File: config.mk
export PLATFORM = sky130hd
export DESIGN_NAME = conv_pe_mc
export DESIGN_NICKNAME = d
export VERILOG_FILES = /design/src/rtl/conv_pe_mc.sv
export SDC_FILE = /design/constraint.sdc
export NUM_CORES = 1
export LEC_CHECK = 0
export CAP_MARGIN = 10
export CORE_MARGIN = 1
export CORE_UTILIZATION = 40
export CTS_CLUSTER_SIZE = 24
export DETAILED_ROUTE_END_ITERATION = 12
export HOLD_SLACK_MARGIN = 0.1
export PLACE_DENSITY = 0.62
export SLEW_MARGIN = 20
export SYNTH_ARGS = -nofsm -noshare
export SYNTH_HDL_FRONTEND = slang
export SYNTH_SLANG_ARGS = --single-unit
File: constraint.sdc
create_clock -name clk_i -period 14.4 [get_ports clk_i]
set_input_delay 2.88 -clock clk_i [delete_from_list [all_inputs] [get_ports clk_i]]
set_output_delay 2.88 -clock clk_i [all_outputs]
set_load 0.03 [all_outputs]
File: src/rtl/conv_pe_mc.sv
// conv_pe_mc -- multi-channel convolution processing element.
//
// Holds a channel-major weight bank (G_NUM_CH x G_KERNEL_SIZE_MAX taps) and,
// for every output, accumulates ksize * G_NUM_CH fixed-point MACs from the
// ifmap stream. It then adds one upstream psum and emits a rescaled psum.
// Every accepted ifmap word is forwarded, registered, to the neighbour PE.
//
// Build option: define PE_SATURATE_EN to clamp psum_o to the DATA_W range;
// otherwise psum_o is the two's-complement wrap of the shifted accumulator.
//
// Ports:
//   clk_i, rst_ni                     clock, asynchronous active-low reset
//   cfg_ksize_i                       taps per channel (0 or >KMAX -> KMAX)
//   weight_vld_i/weight_rdy_o/weight_i  weight write port (IDLE only)
//   weight_clr_i                      clears bank and write pointer, any state
//   ifmap_vld_i/ifmap_rdy_o/ifmap_i   activation stream (IDLE and MAC)
//   ifmap_fwd_vld_o/ifmap_fwd_o       registered copy of each accepted word
//   psum_vld_i/psum_rdy_o/psum_i      upstream partial sum (ACUM)
//   psum_vld_o/psum_rdy_i/psum_o      downstream result (OUT)
module conv_pe_mc #(
  parameter int G_TOP_BITS        = 2,
  parameter int G_BOT_BITS        = 14,
  parameter int G_KERNEL_SIZE_MAX = 5,
  parameter int G_NUM_CH          = 4,
  localparam int DATA_W = G_TOP_BITS + G_BOT_BITS,
  localparam int KS_W   = $clog2(G_KERNEL_SIZE_MAX + 1)
) (
  input  logic              clk_i,
  input  logic              rst_ni,
  input  logic [KS_W-1:0]   cfg_ksize_i,
  input  logic              weight_vld_i,
  output logic              weight_rdy_o,
  input  logic [DATA_W-1:0] weight_i,
  input  logic              weight_clr_i,
  input  logic              ifmap_vld_i,
  output logic              ifmap_rdy_o,
  input  logic [DATA_W-1:0] ifmap_i,
  output logic              ifmap_fwd_vld_o,
  output logic [DATA_W-1:0] ifmap_fwd_o,
  input  logic              psum_vld_i,
  output logic              psum_rdy_o,
  input  logic [DATA_W-1:0] psum_i,
  output logic              psum_vld_o,
  input  logic              psum_rdy_i,
  output logic [DATA_W-1:0] psum_o
);

  localparam int N_W    = G_NUM_CH * G_KERNEL_SIZE_MAX;
  localparam int WA_W   = (N_W > 1) ? $clog2(N_W) : 1;
  localparam int CH_W   = (G_NUM_CH > 1) ? $clog2(G_NUM_CH) : 1;
  localparam int PROD_W = 2 * DATA_W;
  localparam int ACC_W  = 2 * DATA_W + $clog2(N_W) + 1;

  typedef enum logic [1:0] {S_IDLE, S_MAC, S_ACUM, S_OUT} state_t;

  state_t                    state_q, state_d;
  logic signed [ACC_W-1:0]   acc_q, acc_d;
  logic [KS_W-1:0]           k_q, k_d, ksize_q, ksize_d;
  logic [CH_W-1:0]           ch_q, ch_d;
  logic [WA_W-1:0]           wptr_q, wptr_d;
  logic signed [DATA_W-1:0]  bank_q [N_W];
  logic signed [DATA_W-1:0]  bank_d [N_W];
  logic                      fwd_vld_q, fwd_vld_d;
  logic [DATA_W-1:0]         fwd_q, fwd_d;
  logic [DATA_W-1:0]         psum_q, psum_d;
  logic                      psum_vld_q, psum_vld_d;

  // Handshake readies are forced low while reset is held.
  assign weight_rdy_o = rst_ni & (state_q == S_IDLE);
  assign ifmap_rdy_o  = rst_ni & ((state_q == S_IDLE) | (state_q == S_MAC));
  assign psum_rdy_o   = rst_ni & (state_q == S_ACUM);

  assign ifmap_fwd_vld_o = fwd_vld_q;
  assign ifmap_fwd_o     = fwd_q;
  assign psum_vld_o      = psum_vld_q;
  assign psum_o          = psum_q;

  // In IDLE the accepted word is always tap (ch=0, k=0) with the freshly
  // sampled kernel size; in MAC the stored counters are used.
  logic              in_idle;
  logic [KS_W-1:0]   ksize_cfg, cur_ksize, cur_k, k_inc;
  logic [CH_W-1:0]   cur_ch;
  logic [WA_W-1:0]   widx;
  logic signed [DATA_W-1:0] x_s;
  logic signed [PROD_W-1:0] prod;
  logic signed [ACC_W-1:0]  prod_ext, psum_ext, acum_sum;
  logic              last_tap, k_wrap, ifmap_acc;
  logic [DATA_W-1:0] psum_res;

  assign in_idle   = (state_q == S_IDLE);
  assign ksize_cfg = ((cfg_ksize_i == '0) || (cfg_ksize_i > KS_W'(G_KERNEL_SIZE_MAX)))
                   ? KS_W'(G_KERNEL_SIZE_MAX) : cfg_ksize_i;
  assign cur_ksize = in_idle ? ksize_cfg : ksize_q;
  assign cur_k     = in_idle ? '0 : k_q;
  assign cur_ch    = in_idle ? '0 : ch_q;
  assign k_inc     = cur_k + KS_W'(1);
  assign k_wrap    = (k_inc == cur_ksize);
  assign last_tap  = (cur_ch == CH_W'(G_NUM_CH - 1)) && (cur_k == cur_ksize - KS_W'(1));
  assign widx      = WA_W'(cur_ch) * WA_W'(G_KERNEL_SIZE_MAX) + WA_W'(cur_k);
  assign x_s       = ifmap_i;
  assign prod      = x_s * bank_q[widx];
  assign prod_ext  = {{(ACC_W-PROD_W){prod[PROD_W-1]}}, prod};
  // Upstream psum is aligned to the product's 2*G_BOT_BITS fractional bits.
  assign psum_ext  = {{(ACC_W-DATA_W-G_BOT_BITS){psum_i[DATA_W-1]}}, psum_i, {G_BOT_BITS{1'b0}}};
  assign acum_sum  = acc_q + psum_ext;
  assign ifmap_acc = ifmap_vld_i & ifmap_rdy_o;

`ifdef PE_SATURATE_EN
  logic signed [ACC_W-1:0]  acc_sh;
  logic [ACC_W-DATA_W:0]    acc_hi;
  assign acc_sh = acum_sum >>> G_BOT_BITS;
  // Value fits when every bit above the result's sign bit equals it.
  assign acc_hi = acc_sh[ACC_W-1:DATA_W-1];
  always_comb begin
    psum_res = acc_sh[DATA_W-1:0];
    if (!((&acc_hi) || !(|acc_hi))) begin
      psum_res = acc_sh[ACC_W-1] ? {1'b1, {(DATA_W-1){1'b0}}} : {1'b0, {(DATA_W-1){1'b1}}};
    end
  end
`else
  assign psum_res = acum_sum[G_BOT_BITS +: DATA_W];
`endif

  always_comb begin
    state_d    = state_q;
    acc_d      = acc_q;
    k_d        = k_q;
    ch_d       = ch_q;
    ksize_d    = ksize_q;
    psum_d     = psum_q;
    psum_vld_d = psum_vld_q;
    fwd_vld_d  = 1'b0;
    fwd_d      = fwd_q;

    if (ifmap_acc) begin
      fwd_vld_d = 1'b1;
      fwd_d     = ifmap_i;
    end

    case (state_q)
      S_IDLE, S_MAC: begin
        if (ifmap_acc) begin
          acc_d = (in_idle ? '0 : acc_q) + prod_ext;
          if (in_idle) ksize_d = ksize_cfg;
          if (last_tap) begin
            state_d = S_ACUM;
            k_d     = '0;
            ch_d    = '0;
          end else begin
            state_d = S_MAC;
            if (k_wrap) begin
              k_d  = '0;
              ch_d = cur_ch + CH_W'(1);
            end else begin
              k_d  = k_inc;
              ch_d = cur_ch;
            end
          end
        end
      end
      S_ACUM: begin
        if (psum_vld_i) begin
          acc_d      = acum_sum;
          psum_d     = psum_res;
          psum_vld_d = 1'b1;
          state_d    = S_OUT;
        end
      end
      S_OUT: begin
        if (psum_rdy_i) begin
          acc_d      = '0;
          psum_vld_d = 1'b0;
          state_d    = S_IDLE;
        end
      end
      default: state_d = S_IDLE;
    endcase
  end

  // Weight bank: clear beats a simultaneous write.
  always_comb begin
    bank_d = bank_q;
    wptr_d = wptr_q;
    if (weight_clr_i) begin
      for (int i = 0; i < N_W; i++) bank_d[i] = '0;
      wptr_d = '0;
    end else if (weight_vld_i && weight_rdy_o) begin
      bank_d[wptr_q] = weight_i;
      wptr_d = (wptr_q == WA_W'(N_W - 1)) ? '0 : wptr_q + WA_W'(1);
    end
  end

  always_ff @(posedge clk_i or negedge rst_ni) begin
    if (!rst_ni) begin
      state_q    <= S_IDLE;
      acc_q      <= '0;
      k_q        <= '0;
      ch_q       <= '0;
      ksize_q    <= '0;
      wptr_q     <= '0;
      for (int i = 0; i < N_W; i++) bank_q[i] <= '0;
      fwd_vld_q  <= 1'b0;
      fwd_q      <= '0;
      psum_q     <= '0;
      psum_vld_q <= 1'b0;
    end else begin
      state_q    <= state_d;
      acc_q      <= acc_d;
      k_q        <= k_d;
      ch_q       <= ch_d;
      ksize_q    <= ksize_d;
      wptr_q     <= wptr_d;
      bank_q     <= bank_d;
      fwd_vld_q  <= fwd_vld_d;
      fwd_q      <= fwd_d;
      psum_q     <= psum_d;
      psum_vld_q <= psum_vld_d;
    end
  end

endmodule

==> run summary <==
Switch share -> 0.396
Critical Path Start -> state_q[1]
Final hold violations -> 0
CTS Buf Count -> 47
CP required -> 14,850 ps
Share of layout cells above drive strength 1 -> 0.0783
Largest net degree at the start of global routing -> 181
H-tree levels -> 2
First-pass GRT wire length -> 136,000 um
Status -> complete, no violations
Max Cap Viol -> 0
Final wirelength -> 84,300 um
Mapped Nets -> 3,726
Startpoint Class -> flop
Max-slew headroom -> 0.245
Clock Latency Late Sink -> 630 ps
Worst R2R Start -> state_q[1]
PortBufs -> 94
Mean Syn Cell Area -> 9.32 um2
Synth-to-Final Area Change -> 11.2%
CP endpoint kind -> flop
Root Buffer -> clkbuf_16
Die Area -> 0.0777 mm2
Largest family of logic cells by synthesized area -> adder cells
Critical Path Max Stage Delay -> 960 ps
Placed cell count -> 4,197
Sequential share of power -> 0.265
Post-synthesis mux area share -> 0.0686
Vias -> 23,100
Fin Clk Skew -> 74.5 ps
Worst R2R Setup Slack -> 2080 ps
Commonest cells after routing, fill and taps aside -> 758 x nand2_1, 399 x dfrtp_1, 366 x a21oi_1, 316 x inv_1, 251 x fa_1
Worst vdd ir -> 0.116 mV
Netlist cell types -> 71
Detailed placement HPWL -> 57,700 um
Site Rows -> 101
Vias/cell -> 5.38
Initial Utilization -> 0.404
Max Slew Vio Count -> 0
Iter 0 DRT Violations -> 1,605
Clock Tree Buf Depth -> 3
RSZ-0062 raised after global routing -> false
Power density over cell area -> 136 mW/mm2
Die Width -> 279 um
DR DRC count -> 0
Synth Area in Compound Gates -> 0.116
Fillers -> 7,297
Mapped Cells -> 3,285
Setup Fix Bufs, Post-CTS -> 0
GR Overflow Total -> 0
Vias in the first global route -> 24,000
Gpl congestion -> 0.863
Worst-path clk slew -> 60 ps
DR WL/cell -> 19.7 um
Crit path max fanout -> 41
Worst Path Buf+Inv -> 5
Worst-Margin Slew -> 1130 ps
CTS tree -> built
Final period util -> 0.856
Yosys warns -> 0
Sequential area share after synthesis -> 0.326
WS Path Type -> reg -> reg
Post-cts sizing count -> 0
Core box area -> 0.0758 mm2
Clock Power Share -> 0.271
Post-Synth XOR/XNOR Area -> 0.0276
NetSw -> 1.83 mW
Commonest non-fill, non-tap cell in the layout -> nand2_1
Final setup viols -> 0
Tot GR Track Use -> 0.223
IO Pins -> 95
Internal -> 2.80 mW
Vert. Die Dim -> 279 um
Lkg Pwr -> 15.0 nW
Synth Register Bits -> 399
Nets -> 3,710
Clock Sinks -> 399
Drt first pass iters -> 5
Crit path DAT -> 12,770 ps
Crit-path slowest cell -> dfrtp_1
Tightest Hold Check Type -> reg -> reg
Family with the most delay on the worst path -> adder cells
Post-synth EDFFs -> 0
Non-Filler Instances -> 4,288
F_max -> 81.2 MHz
Async S/R FF share, synth -> 1.00
Initial antenna violation count -> 2
Post-route minimum period -> 12,320 ps
Setup_tns -> 0 ps
Post-route ant nets -> 0
Simple-gate share of the synthesized area -> 0.180
Synthesized area -> 0.0306 mm2
Hold_sp -> ifmap_fwd_o[9]
Top_reg_cell synth -> dfrtp_1
Synth Area in Adders -> 0.218
Combinational Power Share -> 0.463
Most common cell on crit path -> fa_1
CTS Hold Bufs -> 0
[logic make-up after synthesis]
logic type      Yosys count
buf+inv                 512
simple gates           1213
flops                   399
mux                      94
fa+ha+maj               383
xor+xnor                 93
compound gates          591
[Yosys cell counts, types with 7 or more instances]
| cell | count | area [um2] |
|---|---|---|
| nand3_1 | 23 | 115 |
| a21oi_1 | 367 | 1840 |
| o221ai_1 | 10 | 87.6 |
| nor2b_1 | 120 | 751 |
| xnor2_1 | 66 | 578 |
| a211oi_1 | 11 | 82.6 |
| buf_2 | 13 | 65.1 |
| or3_1 | 7 | 43.8 |
| dfrtp_1 | 399 | 9980 |
| a22o_1 | 26 | 228 |
| a21o_1 | 24 | 180 |
| o21a_1 | 23 | 173 |
| o21ai_0 | 57 | 285 |
| nand2_1 | 758 | 2850 |
| nand4_1 | 7 | 43.8 |
| xor2_1 | 24 | 210 |
| a31oi_1 | 8 | 50.1 |
| ha_1 | 132 | 1650 |
| and3_1 | 15 | 93.8 |
| fa_1 | 251 | 5020 |
| nor2_1 | 65 | 244 |
| clkbuf_1 | 172 | 646 |
| inv_1 | 316 | 1190 |
| mux4_2 | 90 | 2030 |
| nor3_1 | 21 | 105 |
| nand2b_1 | 118 | 738 |
| a22oi_2 | 12 | 150 |
| o21bai_1 | 10 | 75.1 |
| and2_1 | 54 | 338 |
| or2_2 | 10 | 62.6 |
[registers in the layout, indices dropped and copies added (netlist names)]
signal	flops
ch_q	2
acc_q	30
ksize_q	3
ifmap_fwd_o	16
state_q	2
wptr_q	5
psum_vld_o	1
psum_o	16
bank_q	320
k_q	3
ifmap_fwd_vld_o	1
[worst register-to-register path: cells and delay by family, from the launching register on]
family,cells,cell delay [ps]
AOI/OAI and AO/OA,12,3010
xor gates and xnor gates,2,860
adders and majority gates,10,4450
buffers and inverters,5,500
DFF,1,960
muxes,1,530
and+or+nand+nor,8,1910
[layout make-up]
type | count | area, um2 | share of cell area
clock buffers | 59 | 1290 | 0.0379
diodes | 2 | 5.00 | 0.000147
well taps | 978 | 1220 | 0.0359
flip-flops and latches | 399 | 9980 | 0.293
multi-input cells | 2374 | 18700 | 0.550
clock inverters | 29 | 337 | 0.00988
inverters | 317 | 1190 | 0.0349
repair buffers | 130 | 1280 | 0.0376
[path summary, 6_finish.rpt]
| path | to | depth (start not counted) |
|---|---|---|
| worst max-delay path | acc_q[28] | 38 |
| worst min-delay path | ifmap_fwd_o[9] | 2 |
| worst max register to register | acc_q[28] | 38 |
| worst min register to register | ifmap_fwd_o[9] | 2 |
| max in group asynchronous | ifmap_fwd_vld_o | 4 |
| min in group asynchronous | ifmap_fwd_o[3] | 1 |
[stage by stage]
stage	area (um2)	power (mW)	hold slack, ps	utilization	setup WS, ps
2_1_floorplan	30600	2.86	440	-	3400
3_3_place_gp	32400	3.39	457	0.427	2200
3_5_place_dp	32400	3.41	462	0.427	2050
4_1_cts	34000	4.68	477	0.449	2070
5_1_grt	34000	4.97	497	0.449	1120
6_report	34000	4.63	472	0.449	2080
[per-layer routing]
| layer | part of all wire | GRT usage |
|---|---|---|
| met4 | 0.022 | 0.0589 |
| met5 | 0 | 0 |
| met2 | 0.51 | 0.392 |
| met1 | 0.42 | 0.288 |
| met3 | 0.046 | 0.0301 |
[power by group through the flow]
stage	combinational (mW)	sequential, mW	clock, mW
2_1_floorplan	1.62	1.24	0
3_3_place_gp	2.14	1.25	0
3_5_place_dp	2.16	1.25	0
4_1_cts	2.17	1.23	1.28
5_1_grt	2.41	1.24	1.32
6_report	2.15	1.23	1.26
No activity file was read; power rests on OpenSTA's default activity.
